--- config.mk ---
export PLATFORM = sky130hd
export DESIGN_NAME = board_tally
export DESIGN_NICKNAME = d
export VERILOG_FILES = /design/src/rtl/board_tally.sv
export SDC_FILE = /design/constraint.sdc
export NUM_CORES = 1
export LEC_CHECK = 0
export BUFFER_PORTS_ARGS = -buffer_cell sky130_fd_sc_hd__buf_2
export CORE_UTILIZATION = 45
export DETAILED_ROUTE_END_ITERATION = 16
export PLACE_DENSITY = 0.68
export SYNTH_ARGS = -nofsm -noshare
export SYNTH_HDL_FRONTEND = slang
export SYNTH_SLANG_ARGS = --single-unit
export TNS_END_PERCENT = 50
--- constraint.sdc ---
create_clock -name clk -period 3.1 [get_ports clk]
set_clock_uncertainty 0.2 [all_clocks]
set_input_delay 0.155 -clock clk [delete_from_list [all_inputs] [get_ports clk]]
set_output_delay 0.155 -clock clk [all_outputs]
set_load 0.01 [all_outputs]
--- src/rtl/board_tally.sv ---
// Boarding tally: counts crew, passengers and cargo during a session and
// presents the final tallies to the load stage once the hatch is sealed.
module board_tally #(
    parameter int MAX_CREW  = 4,
    parameter int MAX_PASS  = 15,
    parameter int MAX_CARGO = 15
) (
    input  logic       clk,
    input  logic       rst_n,
    input  logic       start,
    input  logic       board_valid,
    input  logic [1:0] board_kind,
    output logic       board_ready,
    input  logic       seal,
    input  logic       tally_ack,
    output logic [3:0] crew_count,
    output logic [3:0] passenger_count,
    output logic [3:0] cargo_count,
    output logic       tally_valid,
    output logic       fault
);

    typedef enum logic [1:0] {IDLE, BOARDING, SEALED} state_t;

    state_t          stateReg, stateNext;
    logic [2:0][3:0] countReg, countNext;
    logic            faultReg, faultNext;
    logic [2:0]      incHit, decHit, atMax, atZero, overflow, fullNext;
    logic            accept, clearAll;

    // Counts are 4-bit, so a limit above 15 could never be reached.
    if (MAX_CREW > 15 || MAX_PASS > 15 || MAX_CARGO > 15) begin : gBadMax
        $error("board_tally: MAX_CREW, MAX_PASS and MAX_CARGO must be <= 15");
    end

    assign accept   = board_valid && (stateReg == BOARDING);
    assign clearAll = start && (stateReg == IDLE);

    // Slot 0 crew, 1 passenger, 2 cargo; kind 11 decrements the passenger slot.
    for (genvar gi = 0; gi < 3; gi++) begin : gCount
        localparam int MAXC = (gi == 0) ? MAX_CREW : (gi == 1) ? MAX_PASS : MAX_CARGO;
        localparam logic [3:0] MAXV = 4'(MAXC);

        assign incHit[gi]   = accept && (board_kind == 2'(gi));
        assign decHit[gi]   = accept && (board_kind == 2'b11) && (gi == 1);
        assign atMax[gi]    = (countReg[gi] == MAXV);
        assign atZero[gi]   = (countReg[gi] == 4'd0);
        assign overflow[gi] = (incHit[gi] && atMax[gi]) || (decHit[gi] && atZero[gi]);

        assign countNext[gi] = clearAll                  ? 4'd0 :
                               (incHit[gi] && !atMax[gi])  ? countReg[gi] + 4'd1 :
                               (decHit[gi] && !atZero[gi]) ? countReg[gi] - 4'd1 :
                                                             countReg[gi];
        assign fullNext[gi] = (countNext[gi] == MAXV);
    end

    assign faultNext = clearAll ? 1'b0 : (faultReg || (|overflow));

    always_ff @(posedge clk or negedge rst_n) begin
        if (!rst_n) begin
            stateReg <= IDLE;
            countReg <= '0;
            faultReg <= 1'b0;
        end else begin
            stateReg <= stateNext;
            countReg <= countNext;
            faultReg <= faultNext;
        end
    end

    always_comb begin
        stateNext = stateReg;
        unique case (stateReg)
            IDLE:     if (start) stateNext = BOARDING;
            BOARDING: if (seal || (&fullNext)) stateNext = SEALED;
            SEALED:   if (tally_ack) stateNext = IDLE;
            default:  stateNext = IDLE;
        endcase
    end

    always_comb begin
        board_ready = (stateReg == BOARDING);
        tally_valid = (stateReg == SEALED);
    end

    assign crew_count      = countReg[0];
    assign passenger_count = countReg[1];
    assign cargo_count     = countReg[2];
    assign fault           = faultReg;

endmodule

==> results_dict.tcl, run 1 <==
set metrics [dict create \
    final_cells 167 \
    portBuffers 22 \
    fin_tns_setup_ns 0 \
    netlist_top_cells_area "dfrtp_1 (36%), ha_1 (5.9%), mux2i_1 (4.7%)" \
    synth-seq-area-share_pct 35.50 \
    ioPinCount 23 \
    critical_path_class "reg2reg" \
    fin_crit_ns 2.231 \
    cp_max_fo 7 \
    fill_cells 222 \
    clkTransAtPathRegs_ns 0.09 \
    clkPwrFrac_pct 14.6 \
    clock_sinks 15 \
    syn_area_um2 1057 \
    coreArea_um2 2212 \
    post_drt_wl_per_cell_um 14.81 \
    hpwl_um 1911 \
    synth_cell_types 43 \
    cp-end-kind "flip-flop" \
    p_leak_nw 0.6149 \
    routed_wl_um 2473 \
    p_int_w 0.0004495 \
    chipHeight_um 50.47 \
    grt_first_pass_wirelength_um 4181 \
    start_util_pct 47.79 \
    antenna_cells 0 \
    start_kind "flip-flop" \
    power_frac_seq_pct 39.6 \
    clock_latency_ns 0.29 \
    post-synth-top-area-cell "dfrtp_1" \
    grt_setup_unrepaired "false" \
    die-area_um2 2547 \
    viasPerCell 5.683 \
    syn_avg_cell_area_um2 9.440 \
    hold_viol_final 0 \
    crit_slowest_cell "dfrtp_1" \
    synth_fp_nets 125 \
    fmax_mhz 448.2 \
    peakVddDrop_v 0.0003829 \
    ant_nets 0 \
    netlist.area_leader.share_pct 35.50 \
    slew_headroom_pct 74.11 \
    grt_pass1_vias 908 \
    crit_path_max_incr_delay_ns 0.45 \
    yosys_warnings 0 \
    grt_usage_pct 22.54 \
    worst_slew_pin_slew_ns 0.3881 \
    cts_setup_buffers 0 \
    worst_ep_arrival_time_ns 2.21 \
    cap_viol_max_count 0 \
    vias 949 \
    status "completed" \
    finalSetupViolations 0 \
    power_frac_comb_pct 45.8 \
    final_cell_mix "buf_2 (22), dfrtp_1 (15), nor2_1 (11)" \
    dieWidth_um 50.47 \
    row_count 17 \
    synth_seq_cells 15 \
    timing.critical_path.cells "inv_1 -> ha_1 -> nor3b_1 -> nor3_2 -> a22oi_1 -> mux2i_2 -> and4_1 -> a21oi_1" \
    cts_root_buffer "clkbuf_4" \
    whs_ns 0.08136 \
    clockBufferDepth 2 \
    drt-pass1-iter-count 4 \
    dp_cells 161 \
    gp_congestion 0.7987 \
    drc 0 \
    cp.required_ns 3.08 \
    slew_violations 0 \
    drtIter0Drc 29 \
    syn_inst 112 \
    powerDensity_nw_per_um2 627.5 \
    cts_tree "done" \
    gr-total-overflow 0 \
    cts_max_level 1 \
    nets 153 \
    layout_commonest_cell "buf_2" \
    area_growth_syn_to_layout_pct 18.11 \
    drive_above_1_share_pct 28.06 \
    grt_start_max_net_pins 16 \
    switching_power_w 0.0003341 \
    cts_buffers 3 \
    hold_path_class "in2reg" \
    grt_antenna_before_repair 0 \
    min_period_over_period_pct 71.97 \
    power.share.switching_pct 42.64 \
]
synthesized netlist by cell type, drive strengths merged:
master,n
a211oi,1
a21bo,1
a21oi,3
a22oi,3
a311oi,1
a31oi,2
a41oi,1
and2,3
and2b,1
and3,4
and3b,1
and4,2
buf,1
clkbuf,1
dfrtp,15
ha,5
inv,6
mux2i,6
nand2,8
nand2b,4
nand3,7
nand3b,2
nand4bb,1
nor2,11
nor2b,1
nor3,9
nor3b,3
nor4b,1
o31ai,1
o32a,1
o41a,1
or3,1
or3b,2
xnor2,1
xor2,1
cell type report:
type / instances / area (um2) / share of cell area, %
clock buffer: 3 / 22.52 / 1.804
multi-input combinational: 89 / 650.6 / 52.10
clock inverter: 1 / 5.005 / 0.4008
tap: 28 / 35.03 / 2.806
sequential: 15 / 375.4 / 30.06
inverter: 6 / 22.52 / 1.804
timing repair buffer: 25 / 137.6 / 11.02
per-stage QoR:
step	total power [W]	setup WS, ns	utilization, %	cell area [um2]
finish	0.0007836	0.8690	56.45	1249
global route	0.0008508	0.6655	56.45	1249
CTS	0.0007897	0.8638	56.45	1249
detailed placement	0.0006691	0.9104	54.30	1201
global placement	0.0006538	0.9631	54.30	1201
floorplan	0.0005485	1.022	-	1057
worst max-delay path, delay by kind of cell, from the launching register on:
kind                     cells  cell delay, ns
adder cells (fa/ha/maj)      1            0.17
buffers and inverters        1            0.08
multiplexers                 1            0.27
AO/OA/AOI/OAI                2            0.30
flip-flops                   1            0.45
AND/OR/NAND/NOR              3            0.65
routing by layer:
metal  GRT usage (%)  wire [um]  vias up
met3           3.636         97        2
li1                -          -      469
met5               0          0        -
met1           28.63       1152      454
met4           6.481         19        0
met2           39.11       1204       24
power by group through the flow:
stage               clock network [W]  logic [W]  registers, W
finish                       0.000114   0.000359      0.000310
global route                 0.000131   0.000400      0.000320
CTS                          0.000118   0.000361      0.000311
detailed placement                  0   0.000357      0.000312
global placement                    0   0.000348      0.000306
floorplan                           0   0.000237      0.000312
repair_timing:
| item | in CTS | in global routing |
|---|---|---|
| hold buffers | 2 | 0 |
| endpoints found under the hold margin | 16 | 0 |
| endpoints found under the setup margin | 0 | 0 |
| gates resized for setup | 0 | 0 |
cell families (layout without fill, tap and decap cells):
kind of cell / after synthesis / count (layout) / synth area share, %
adders and majority gates: 5 / 5 / 5.917
buffers and inverters: 8 / 35 / 2.958
AOI/OAI and AO/OA: 15 / 15 / 11.72
and+or+nand+nor: 61 / 61 / 36.21
xor gates and xnor gates: 2 / 2 / 1.657
muxes: 6 / 6 / 6.035
DFF: 15 / 15 / 35.50
worst paths after layout:
kind                                    startpoint                 end  slack (ns)  cells past startpoint
worst max register to register  passenger_count[1]         stateReg[0]        0.87                      8
max in group asynchronous                    rst_n      cargo_count[1]        2.33                      2
worst min register to register               fault               fault        0.33                      1
min in group asynchronous                    rst_n       crew_count[3]        0.11                      2
worst max-delay path            passenger_count[1]         stateReg[0]        0.87                      8
worst min-delay path                 board_kind[1]  passenger_count[2]        0.08                      4
flip-flops by register name, indices dropped and copies added (netlist names):
signal           flops
cargo_count          4
stateReg             2
passenger_count      4
fault                1
crew_count           4
No activity file was read; power rests on OpenSTA's default activity.
==> run 2: changes to the inputs <==
--- a/config.mk
+++ b/config.mk
@@ -8,7 +8,7 @@
 export BUFFER_PORTS_ARGS = -buffer_cell sky130_fd_sc_hd__buf_2
 export CORE_UTILIZATION = 45
 export DETAILED_ROUTE_END_ITERATION = 16
-export PLACE_DENSITY = 0.68
+export PLACE_DENSITY = 0.71
 export SYNTH_ARGS = -nofsm -noshare
 export SYNTH_HDL_FRONTEND = slang
 export SYNTH_SLANG_ARGS = --single-unit
==> constraint.sdc (replaced) <==
create_clock -name clk -period 1.8 [get_ports clk]
set_clock_uncertainty 0.2 [all_clocks]
set_input_delay 0.09 -clock clk [delete_from_list [all_inputs] [get_ports clk]]
set_output_delay 0.09 -clock clk [all_outputs]
set_load 0.01 [all_outputs]
==> run 2 against run 1 <==
Compared with the run above:
- the run now ends with setup timing left
- die area did not move
- worst setup slack got worse by 1.1 ns
- hold slack got worse by 0.058 ns
- sequential cell count did not move
- fmax rose by 7.7%
- register-to-register slack got worse by 1.1 ns
- sequential power rose by 67%
- global-route usage rose by 7.1 points
- core utilization rose by 24 points
==> results_dict.tcl, run 2 (synthesis results as in run 1) <==
set metrics [dict create \
    switching_power_w 0.0007727 \
    hold_path_class "in2async" \
    fin_util_pct 80.26 \
    drtIter0Drc 20 \
    use_met2_pct 54.22 \
    start_kind "flip-flop" \
    whs_ns 0.02380 \
    grt.busiest_layer "met2" \
    clkPwrFrac_pct 10.8 \
    multi_input_area_um2 817.0 \
    fmax_mhz 482.8 \
    viasPerCell 5.582 \
    use_met3_pct 4.242 \
    grt_setup_unrepaired "true" \
    area_growth_syn_to_layout_pct 67.93 \
    setup_slack_ns -0.2714 \
    worst_slew_pin_slew_ns 0.3679 \
    grt_start_max_net_pins 16 \
    final_cell_mix "buf_4 (44), buf_2 (22), dfrtp_1 (11)" \
    crit_start "stateReg[1]" \
    critical_path_class "reg2reg" \
    r2r-start "stateReg[1]" \
    cts_root_buffer "clkbuf_4" \
    antenna_cells 0 \
    hpwl_um 2361 \
    worst_ep_arrival_time_ns 2.07 \
    cts_tree "done" \
    cts_max_level 1 \
    dieWidth_um 50.47 \
    drc 0 \
    routed_wl_um 3532 \
    ant_nets 0 \
    power.share.switching_pct 40.82 \
    ioPinCount 23 \
    cp.required_ns 1.80 \
    grt_antenna_before_repair 0 \
    grt_pass1_vias 1166 \
    layout_commonest_cell "buf_4" \
    p_leak_nw 0.8731 \
    powerDensity_nw_per_um2 1066 \
    coreArea_um2 2212 \
    die-area_um2 2547 \
    slew_headroom_pct 75.47 \
    row_count 17 \
    clock_sinks 15 \
    p_int_w 0.001120 \
    drt-pass1-iter-count 4 \
    gp_congestion 0.8164 \
    cts_buffers 3 \
    drive_above_1_share_pct 58.92 \
    min_period_over_period_pct 115.1 \
    vias 1189 \
    grt_first_pass_wirelength_um 5375 \
    power_frac_seq_pct 27.4 \
    hold_viol_final 0 \
    violations "setup timing" \
    clock_latency_ns 0.29 \
    regArea_um2 380.4 \
    fill_cells 140 \
    nets 199 \
    post_drt_wl_per_cell_um 16.58 \
    clkTransAtPathRegs_ns 0.10 \
    status "complete, but fails checks" \
    clockBufferDepth 2 \
    cap_viol_max_count 0 \
    cp-end-kind "flip-flop" \
    use_met1_pct 34.50 \
    gr-total-overflow 0 \
    cp_max_fo 5 \
    start_util_pct 47.79 \
    chipHeight_um 50.47 \
    peakVddDrop_v 0.0007651 \
    power_frac_comb_pct 61.8 \
    grt_usage_pct 29.60 \
    slew_violations 0 \
    finalSetupViolations 7 \
    portBuffers 22 \
    fin_crit_ns 2.071 \
]
[run 2: cell count changes in the layout (fill, tap and decap cells not counted), moves of 3 or more]
cell	delta
buf_4	+43
dfrtp_1	-4
dfrtp_2	+4
inv_1	-3
inv_2	+3
nor3_4	+4
[run 2: final cells by class]
cell class              count  share of cell area (%)
clock buffers               3                   1.269
clock inverters             1                  0.2819
inverters                   6                   1.269
multi-input cells          89                   46.02
flip-flops and latches     15                   21.42
well taps                  28                   1.973
repair buffers             71                   27.77
[run 2: layer usage]
| layer | up-vias | part of all wire [%] |
|---|---|---|
| li1 | 560 | - |
| met5 | - | 0 |
| met1 | 580 | 40 |
| met2 | 43 | 54 |
| met3 | 6 | 3.7 |
| met4 | 0 | 1.9 |
[run 2: power groups by stage]
stage / Combinational (W) / Sequential, W / Clock (W)
2_1_floorplan: 0.000463 / 0.000555 / 0
3_3_place_gp: 0.000936 / 0.000506 / 0
3_5_place_dp: 0.000962 / 0.000517 / 0
4_1_cts: 0.00109 / 0.000516 / 0.000209
5_1_grt: 0.00126 / 0.000531 / 0.000222
6_report: 0.00117 / 0.000519 / 0.000205
[run 2: per-stage QoR]
stage | instances | setup TNS, ns | cell area, um2 | worst slack (ns) | total power, W
after CTS | 210 | -0.5025 | 1707 | -0.2221 | 0.001819
after global placement | 197 | -0.5226 | 1521 | -0.2413 | 0.001442
after global routing | 213 | -1.243 | 1775 | -0.3332 | 0.002010
final | 213 | -0.7267 | 1775 | -0.2714 | 0.001893
after detailed placement | 197 | -0.6316 | 1521 | -0.2715 | 0.001479
after floorplan | 112 | -0.3062 | 1107 | -0.1540 | 0.001018
[run 2: worst paths after layout]
path | to | slack [ns] | cells after the start
worst max register to register | stateReg[1] | -0.27 | 7
worst min-delay path | crew_count[1] | 0.02 | 2
worst max-delay path | stateReg[1] | -0.27 | 7
worst min register to register | fault | 0.35 | 1
max in group asynchronous | passenger_count[0] | 1.08 | 2
min in group clk | crew_count[1] | 0.15 | 4
[run 2: worst max-delay path, cell delays in order, from the launching register on]
cell and delay [ns]:
dfrtp_2 0.46, buf_4 0.17, nor3b_4 0.30, buf_4 0.20, a311oi_2 0.05, and3_1 0.20
and4_1 0.21, a21bo_1 0.19
[run 2: repair_timing]
action,in CTS,in global routing
endpoints found under the setup margin,5,10
hold endpoints to repair,17,0
pin swaps,12,5
hold buffers,3,0
resized for setup,15,11
buffers inserted,6,3
